### config.mk
export PLATFORM = sky130hd
export DESIGN_NAME = hack_mem_unit
export DESIGN_NICKNAME = d
export VERILOG_FILES = /design/src/rtl/hack_mem_pkg.sv /design/src/rtl/hack_ram.sv /design/src/rtl/hack_mem_unit.sv
export SDC_FILE = /design/constraint.sdc
export NUM_CORES = 1
export LEC_CHECK = 0
export ABC_AREA = 1
export CORE_MARGIN = 2
export CORE_UTILIZATION = 40
export DETAILED_ROUTE_END_ITERATION = 16
export DONT_BUFFER_PORTS = 1
export SETUP_SLACK_MARGIN = 0.2
export SLEW_MARGIN = 5
export SYNTH_ARGS = -nofsm -noshare
export SYNTH_HDL_FRONTEND = slang
export SYNTH_SLANG_ARGS = --single-unit
### constraint.sdc
create_clock -name clk -period 4.5 [get_ports clk]
set_clock_uncertainty 0.05 [all_clocks]
set_input_delay 1.35 -clock clk [delete_from_list [all_inputs] [get_ports clk]]
set_output_delay 1.35 -clock clk [all_outputs]
set_load 0.01 [all_outputs]
### src/rtl/hack_mem_pkg.sv
// Shared types and helpers for the Hack A/D/RAM memory stage.
// Holds FSM encoding, default widths and the address range check.
package hack_mem_pkg;

    typedef enum logic {
        ST_INIT = 1'b0,
        ST_RUN  = 1'b1
    } mem_state_t;

    localparam int DEF_DATA_W = 16;
    localparam int DEF_RAM_AW = 4;

    // True when no address bit at or above aw is set.
    function automatic logic addr_in_range(
        input logic [63:0] addr,
        input int          aw
    );
        return (addr >> aw) == 64'd0;
    endfunction

endpackage

### src/rtl/hack_ram.sv
// Single-port data RAM: synchronous write, asynchronous read.
// Owns only the storage array; no reset of its contents.
module hack_ram #(
    parameter int DATA_W = 16,
    parameter int AW     = 4
) (
    input  logic              clk,
    input  logic              i_we,
    input  logic [AW-1:0]     i_addr,
    input  logic [DATA_W-1:0] i_wdata,
    output logic [DATA_W-1:0] o_rdata
);

    logic [DATA_W-1:0] r_mem [2**AW];

    // Write port: one word per rising edge when enabled.
    always_ff @(posedge clk) begin
        if (i_we) begin
            r_mem[i_addr] <= i_wdata;
        end
    end

    assign o_rdata = r_mem[i_addr];

endmodule

### src/rtl/hack_mem_unit.sv
// A/D registers plus data RAM with a post-reset clear sequencer.
// Define MEM_ADDR_CHECK_EN to trap out-of-range A on RAM access.
module hack_mem_unit
    import hack_mem_pkg::*;
#(
    parameter int DATA_W = DEF_DATA_W,
    parameter int RAM_AW = DEF_RAM_AW
) (
    input  logic              clk,
    input  logic              rst_n,
    input  logic              i_store_ram,
    input  logic              i_store_d,
    input  logic              i_store_a,
    input  logic [DATA_W-1:0] i_din,
    output logic [DATA_W-1:0] o_out_a,
    output logic [DATA_W-1:0] o_out_d,
    output logic [DATA_W-1:0] o_out_ram,
    output logic              o_ready,
    output logic              o_addr_fault
);

    mem_state_t        r_state;
    logic [RAM_AW-1:0] r_cnt;
    logic [DATA_W-1:0] r_a;
    logic [DATA_W-1:0] r_d;

    logic              w_run;
    logic              w_in_range;
    logic              w_we;
    logic [RAM_AW-1:0] w_addr;
    logic [DATA_W-1:0] w_wdata;
    logic [DATA_W-1:0] w_rdata;

    assign w_run = (r_state == ST_RUN);

`ifdef MEM_ADDR_CHECK_EN
    assign w_in_range = addr_in_range(64'(r_a), RAM_AW);
`else
    assign w_in_range = 1'b1;
`endif

    // The clear sequencer owns the RAM port until RUN.
    assign w_addr  = w_run ? r_a[RAM_AW-1:0] : r_cnt;
    assign w_we    = w_run ? (i_store_ram & w_in_range) : 1'b1;
    assign w_wdata = w_run ? i_din : '0;

    hack_ram #(
        .DATA_W (DATA_W),
        .AW     (RAM_AW)
    ) u_ram (
        .clk     (clk),
        .i_we    (w_we),
        .i_addr  (w_addr),
        .i_wdata (w_wdata),
        .o_rdata (w_rdata)
    );

    // Clear sequencer: sweep every RAM word once, then run.
    always_ff @(posedge clk or negedge rst_n) begin
        if (!rst_n) begin
            r_state <= ST_INIT;
            r_cnt   <= '0;
        end else begin
            case (r_state)
                ST_INIT: begin
                    r_cnt <= r_cnt + 1'b1;
                    if (r_cnt == '1) begin
                        r_state <= ST_RUN;
                    end
                end
                default: r_state <= ST_RUN;
            endcase
        end
    end

    // A and D registers accept stores only once running.
    always_ff @(posedge clk or negedge rst_n) begin
        if (!rst_n) begin
            r_a <= '0;
            r_d <= '0;
        end else if (w_run) begin
            if (i_store_a) r_a <= i_din;
            if (i_store_d) r_d <= i_din;
        end
    end

`ifdef MEM_ADDR_CHECK_EN
    logic r_fault;

    // Sticky flag for a RAM store attempted with A out of range.
    always_ff @(posedge clk or negedge rst_n) begin
        if (!rst_n) begin
            r_fault <= 1'b0;
        end else if (w_run && i_store_ram && !w_in_range) begin
            r_fault <= 1'b1;
        end
    end

    assign o_addr_fault = r_fault;
`else
    assign o_addr_fault = 1'b0;
`endif

    assign o_out_a   = r_a;
    assign o_out_d   = r_d;
    assign o_out_ram = (w_run && w_in_range) ? w_rdata : '0;
    assign o_ready   = w_run;

endmodule
==> metrics.log, run 1 <==
[metrics] result of the run: complete, no violations
[metrics] clock root buffer: clkbuf_16
[metrics] final period demand of the worst path: 4.15 ns
[metrics] remaining max-slew budget at the tightest pin: 0.108
[metrics] clock sink count: between 200 and 300
[metrics] Multi-input gate area: 3240 um^2
[metrics] share of the synthesized area in the top cell type: 0.588
[metrics] startpoint class of the critical path: register
[metrics] storage element area: 8620 um^2
[metrics] post-synth net total: roughly 1400
[metrics] clock-pin transition on the worst setup and hold timing paths: 0.06 ns
[metrics] area of the die: between 30000 and 40000 um^2
[metrics] EDFF count, synth: 256
[metrics] number of ports placed on the die boundary: 71
[metrics] clock tree from TritonCTS: built
[metrics] Global Route met1 Usage: 0.275
[metrics] clock latency of the later-clocked register in the worst-skew pair: 0.55 ns
[metrics] Worst Reg2Reg Path Length in Cells: 7
[metrics] number of remaining DRC errors: 0
[metrics] ys async rst share: 0.126
[metrics] Via-to-Cell Ratio: 4.79
[metrics] most numerous cell types in the synthesized netlist: nand2_1 (559), edfxtp_1 (256), inv_1 (226), nand3_1 (68), o21ai_0 (65)
[metrics] GP Congestion: 0.799
[metrics] Antenna Cells: 0
[metrics] Initial Util: 0.404
[metrics] final worst path period share: 0.923
[metrics] cell area after technology mapping: 13100 um^2
[metrics] reg-to-reg startpoint: o_ready
[metrics] final standard cell utilization of the core: 0.457
[metrics] met3 Use GR: 0.0364
[metrics] die span in y: 185 um
[metrics] part of the power in combinational logic: 0.096
[metrics] number of setup buffers added after CTS: 0
[metrics] share of the yosys chip area belonging to registers: 0.659
[metrics] reported net switching power: 1.50 mW
[metrics] top_reg_cell synth: edfxtp_1
[metrics] max-capacitance violation count: 0
[metrics] peak-usage layer in the global routing report: met2
[metrics] CP Data Required Time: slightly above 3 ns
[metrics] maximum vdd drop: just under 300 uV
[metrics] via count of the routed design: around 8900
[metrics] NumNets Final: 1409
[metrics] Worst Setup Path Type: reg2out
[metrics] Cell Chain, Critical Path: buf_4, nand2_1, nand2_2, nor2_2, buf_4, nand2_1, nand2_1, nor2_1, buf_4
[metrics] number of flip-flops and latches in the synthesized netlist: around 290
[metrics] Routed WL: roughly 33000 um
[metrics] leading cell types by total area after synthesis: edfxtp_1 (59%), nand2_1 (16%), dfrtp_1 (7.1%), inv_1 (6.5%), nand3_1 (2.6%)
[metrics] Fin Setup TNS: 0 ns
[metrics] Post-DP HPWL: 19900 um
[metrics] slowest stage cell, crit path: dfrtp_4
[metrics] Synth Instances: 1364
[metrics] Slew @ Worst Pin: 1.34 ns
[metrics] total number of yosys warnings: 0
[metrics] final routed wire length divided by cell count: roughly 18 um
[metrics] fin. max-slew vios: 0
[metrics] maximum cell stage delay along the critical path: 0.58 ns
[metrics] hold crit path type: in2async
[metrics] Avg Synthesized Cell Area: approximately 9.6 um^2
[metrics] data arrival time of the worst path: 2.75 ns
[metrics] part of the total power dissipated in sequential elements: 0.490
[metrics] Power Internal: 4.76 mW
[metrics] vias in the first global route: 8673
[metrics] Layout area overhead: 13.1%
[metrics] CTS H-Tree Depth: 1
[metrics] GR Util met2: 0.307
[metrics] horizontal die dimension: 185 um
[metrics] number of inserted filler cells in the final layout: just over 3000
[metrics] proportion of power drawn by the clock network: 0.414
[metrics] Final Hold Vio Count: 0
[metrics] reg-to-reg critical path endpoint: u_ram.r_mem[9][15]
[metrics] number of distinct standard cells referenced by the synthesized netlist: 26
[metrics] Global Route Usage Sum: 0.195
[metrics] power density of the placed cells: 424 nW/um^2
[metrics] DRT Pass-1 Iters: 5
[metrics] Finish-stage setup viols: 0
[metrics] Antenna Violating Nets Remaining: 0
[metrics] Peak Freq: about 240 MHz
[metrics] fraction of final layout cells sized beyond drive strength 1: 0.0865
[metrics] Worst R2R Setup Slack: 1.26 ns
[metrics] top fanout value on the critical path: 21
[metrics] worst setup path end: o_out_ram[6]
[metrics] Port Buffer Count: 0
[metrics] global-route wire length before repair: 50200 um
[metrics] count leader, synth: nand2_1
[metrics] crit path from: o_ready
[metrics] overflow left after global routing: 0
[metrics] setup repair after global routing missed its margin: true
[metrics] maximum number of pins on one net before global-route repair: 78
[metrics] number of buffers created by CTS: 31
[metrics] standard-cell rows: 66
[metrics] Switching Share: 0.240
[metrics] Bufs on Longest Clock Path: 3
[metrics] sort of element at the end of the critical path: output port
[metrics] initial antenna violation count: 1
[metrics] static leakage: 6.79 nW
[metrics] cell taking the most area after synthesis: edfxtp_1
[metrics] total core area: 32400 um^2
[metrics] number of design-rule violations left by the first detailed-router iteration: 920
==> power by group through the flow <==
stage	combinational (mW)	clock [mW]	sequential, mW
detailed placement	0.590	0	3.13
global route	0.674	2.73	3.08
floorplan	0.387	0	3.12
CTS	0.594	2.63	3.07
global placement	0.586	0	3.13
finish	0.600	2.59	3.07
==> final cells by class <==
cell class / count / share of cell area
sequential: 293 / 0.583
clock inverter: 16 / 0.0106
tap: 442 / 0.0374
multi-input combinational: 776 / 0.219
timing repair buffer: 52 / 0.0303
clock buffer: 40 / 0.0604
inverter: 233 / 0.0593
==> worst min-delay path by stage <==
stage,from,endpoint,slack [ns]
2_1_floorplan,r_cnt[3],r_cnt[3],0.40
3_3_place_gp,r_cnt[3],r_cnt[3],0.41
3_5_place_dp,r_cnt[3],r_cnt[3],0.43
4_1_cts,rst_n,o_out_d[9],0.42
5_1_grt,rst_n,o_out_d[10],0.42
6_report,rst_n,o_out_a[3],0.44
==> through the flow <==
stage          instances  cell area (um^2)  hold slack [ns]  power [mW]  setup WS [ns]
2_1_floorplan       1364             13100            0.396        3.50           1.60
3_3_place_gp        1795             13700            0.415        3.71          0.811
3_5_place_dp        1795             13700            0.429        3.72          0.780
4_1_cts             1851             14700            0.423        6.30          0.203
5_1_grt             1852             14800            0.422        6.48          0.192
6_report            1852             14800            0.436        6.27          0.348
==> repair_timing <==
item | in CTS | in global routing
gates resized for setup | 2 | 4
endpoints found under the setup margin | 1 | 14
cloned | 0 | 1
hold buffers | 0 | 0
==> registers in the layout, summed over array words and instances (netlist names) <==
register     cells
r_cnt            4
o_ready          1
u_ram.r_mem    256
o_out_a         16
o_out_d         16
==> layer usage <==
metal,vias to the layer above,part of all wire
li1,4303,-
met1,4189,0.45
met2,308,0.45
met3,65,0.073
met4,2,0.028
met5,-,0.00049
==> cells by family (layout without fill, tap and decap cells) <==
family,Yosys count,after routing,share of synthesized area
buf+inv,295,341,0.0947
simple gates,691,691,0.213
xor+xnor,1,1,0.000670
flops,293,293,0.659
fa+ha+maj,1,1,0.000957
other cells,1,1,0.000287
compound gates,82,82,0.0314
==> worst max-delay path: cells and delay by family (launching register included) <==
family | cells | cell delay [ns]
and+or+nand+nor | 6 | 0.92
DFF | 1 | 0.58
buffers and inverters | 3 | 0.69
==> cells in the final DEF (no fill, tap or decap), types with 4 or more instances in the layout <==
cell type,synthesis,routed
nand3b_1,16,16
clkinv_1,0,4
clkbuf_8,0,4
o21ai_1,16,16
nor2_1,35,34
o21ai_0,65,65
dfrtp_1,37,36
clkbuf_16,0,34
clkinv_2,0,7
nand2_2,6,5
nand2_1,559,559
edfxtp_1,256,256
nand3_1,68,68
inv_1,226,226
inv_2,6,6
buf_4,4,47
No activity file was read; power rests on OpenSTA's default activity.
==> run 2: changes to the inputs <==
--- a/config.mk
+++ b/config.mk
@@ -6,10 +6,10 @@
 export NUM_CORES = 1
 export LEC_CHECK = 0
 export ABC_AREA = 1
+export BUFFER_PORTS_ARGS = -buffer_cell sky130_fd_sc_hd__buf_2
 export CORE_MARGIN = 2
 export CORE_UTILIZATION = 40
 export DETAILED_ROUTE_END_ITERATION = 16
-export DONT_BUFFER_PORTS = 1
 export SETUP_SLACK_MARGIN = 0.2
 export SLEW_MARGIN = 5
 export SYNTH_ARGS = -nofsm -noshare
==> run 2 against run 1 <==
Compared with the run above:
- critical path depth increased by 1
- register-to-register slack improved by 0.10 ns
- sequential share of layout area decreased by 0.57 points
- sequential power about the same
- design area increased by 0.96%
- via count about the same
- cell count increased by 2.8%
- worst setup slack improved by 0.035 ns
- core utilization increased by 0.44 points
- non-clock buffer count increased by 56
- wire length decreased by 5.6%
- first-iteration DRC count decreased by 31%
- largest cell class unchanged
- largest power group unchanged
==> metrics.log, run 2 (synthesized netlist as in run 1, its figures left out) <==
[metrics] standard-cell rows: 66 (unchanged)
[metrics] number of design-rule violations left by the first detailed-router iteration: 635 (-31%)
[metrics] Largest register FFs: 256 (unchanged)
[metrics] Antenna Violating Nets Remaining: 0 (unchanged)
[metrics] Peak Freq: 243 MHz (+0.85%)
[metrics] reg-to-reg startpoint: o_ready
[metrics] CTS H-Tree Depth: 1 (unchanged)
[metrics] terminating pin of the worst hold path: o_out_a[8]
[metrics] Post-DP HPWL: 19800 um (-0.31%)
[metrics] hold crit path type: reg2reg
[metrics] fin. max-slew vios: 0 (unchanged)
[metrics] Top reg by flops: u_ram.r_mem
[metrics] most frequent standard cell in the layout excluding fill and tap cells: nand2_1
[metrics] beginning of the worst hold path: o_out_a[8]
[metrics] Final Hold Vio Count: 0 (unchanged)
[metrics] final setup margin: 0.383 ns (+0.0351 ns)
[metrics] final period demand of the worst path: 4.12 ns (-0.0351 ns)
[metrics] reg-to-reg critical path endpoint: u_ram.r_mem[7][8]
[metrics] clock-pin transition on the worst setup and hold timing paths: 0.06 ns (about the same)
[metrics] Slew @ Worst Pin: 0.893 ns (-0.444 ns)
[metrics] setup repair after global routing missed its margin: false
[metrics] number of remaining DRC errors: 0 (unchanged)
[metrics] Finish-stage setup viols: 0 (unchanged)
[metrics] Global Route Usage Sum: 0.186 (-0.00879)
[metrics] total core area: 32400 um^2 (unchanged)
[metrics] result of the run: complete, no violations
[metrics] startpoint class of the critical path: register
[metrics] clock tree from TritonCTS: built
[metrics] final worst path period share: 0.915 (-0.00779)
[metrics] maximum number of pins on one net before global-route repair: 55 (-29%)
[metrics] Port Buffer Count: 69 (+69)
[metrics] top fanout value on the critical path: 17 (-19%)
[metrics] horizontal die dimension: 185 um (unchanged)
[metrics] CP Data Required Time: 3.10 ns (about the same)
[metrics] clock sink count: 293 (unchanged)
[metrics] vias in the first global route: 8666 (-0.081%)
[metrics] NumNets Final: 1464 (+3.9%)
[metrics] DP Worst Slack: 0.681 ns (-0.0987 ns)
[metrics] clock root buffer: clkbuf_16
[metrics] Fin Setup TNS: 0 ns (unchanged)
[metrics] initial antenna violation count: 0 (-1)
[metrics] final routed wire length divided by cell count: 16.3 um (-8.2%)
[metrics] maximum vdd drop: 266 uV (-8.5%)
[metrics] Via-to-Cell Ratio: 4.66 (-2.7%)
[metrics] static leakage: 6.92 nW (+1.9%)
[metrics] global-route wire length before repair: 49100 um (-2.3%)
[metrics] power density of the placed cells: 403 nW/um^2 (-5.0%)
[metrics] clock latency of the later-clocked register in the worst-skew pair: 0.56 ns (about the same)
[metrics] GP Congestion: 0.809 (+1.3%)
[metrics] Routed WL: 31000 um (-5.6%)
[metrics] Antenna Cells: 0 (unchanged)
[metrics] area of the die: 34100 um^2 (unchanged)
[metrics] commonest cells after routing, fill and taps aside: nand2_1 (559), edfxtp_1 (256), inv_1 (226), buf_2 (69), nand3_1 (68)
[metrics] Layout area overhead: 14.2%
[metrics] number of ports placed on the die boundary: 71 (unchanged)
[metrics] overflow left after global routing: 0 (unchanged)
[metrics] number of buffers created by CTS: 30 (-3.2%)
[metrics] Bufs on Longest Clock Path: 3 (unchanged)
[metrics] DRT Pass-1 Iters: 5 (unchanged)
[metrics] max-capacitance violation count: 0 (unchanged)
[metrics] via count of the routed design: 8868 (+0.011%)
[metrics] Initial Util: 0.404 (unchanged)
[metrics] sort of element at the end of the critical path: output port
[metrics] Worst Reg2Reg Path Length in Cells: 8 (+1)
[metrics] remaining max-slew budget at the tightest pin: 0.403 (+0.296)
[metrics] die span in y: 185 um (unchanged)
[metrics] fraction of final layout cells sized beyond drive strength 1: 0.118 (+0.0311)
[metrics] data arrival time of the worst path: 2.72 ns (-0.03 ns)
[metrics] number of cells on the worst hold path: 2
[metrics] Worst R2R Setup Slack: 1.36 ns (+0.10 ns)
[metrics] Worst Setup Path Type: reg2out
## run 2: power breakdown
group	total [mW]	internal (mW)	switching (mW)
sequential	3.05	3.03	0.0237
clock	2.31	1.30	1.02
combinational	0.641	0.191	0.451
## run 2: repair_timing
action | in CTS | in global routing
pin swaps | 1 | 0
gates resized for setup | 4 | 5
setup buffers | 2 | 3
hold buffers | 0 | 0
cloned | 0 | 1
endpoints found under the setup margin | 14 | 16
## run 2: area by class of cell
| class | count | area, um^2 |
|---|---|---|
| Multi-Input combinational cell | 776 | 3260 |
| Timing Repair Buffer | 108 | 712 |
| Clock inverter | 11 | 66.3 |
| Sequential cell | 293 | 8610 |
| Clock buffer | 41 | 842 |
| Tap cell | 442 | 553 |
| Fill cell | 3101 | 17400 |
| Inverter | 233 | 877 |
## run 2: worst max path at each step
stage | end | slack (ns) | cells past startpoint | startpoint
2_1_floorplan | o_out_ram[11] | 1.60 | 12 | o_ready
3_3_place_gp | o_out_ram[1] | 0.72 | 12 | o_ready
3_5_place_dp | o_out_ram[2] | 0.68 | 11 | o_ready
4_1_cts | o_out_ram[2] | 0.19 | 11 | o_ready
5_1_grt | o_out_ram[2] | 0.24 | 11 | o_ready
6_report | o_out_ram[10] | 0.38 | 10 | o_ready
## run 2: per-stage QoR
stage	utilization	total power [mW]	area (um^2)	hold WS, ns	std cells
3_5_place_dp	0.429	3.74	13900	0.417	1846
3_3_place_gp	0.429	3.73	13900	0.413	1846
4_1_cts	0.459	6.04	14800	0.428	1900
5_1_grt	0.461	6.24	14900	0.458	1904
2_1_floorplan	-	3.50	13100	0.396	1364
6_report	0.461	6.01	14900	0.433	1904
## run 2: critical path: stages, from the launching register on
cell and delay (ns):
dfrtp_2 0.44, buf_6 0.22, nor2_1 0.10, nor2_2 0.26, inv_2 0.10, nand2_2 0.12, inv_2 0.16, nand2_1 0.11
nand3_1 0.15, nor2_1 0.29, buf_2 0.20
## run 2: metal layers
metal	wire length, um	share of wire	GRT usage	vias to the layer above
li1	-	-	-	4421
met1	14500	0.47	0.266	4158
met3	1600	0.052	0.0271	50
met5	0	0	0	-
met2	13900	0.45	0.294	239
met4	953	0.031	0.0571	0
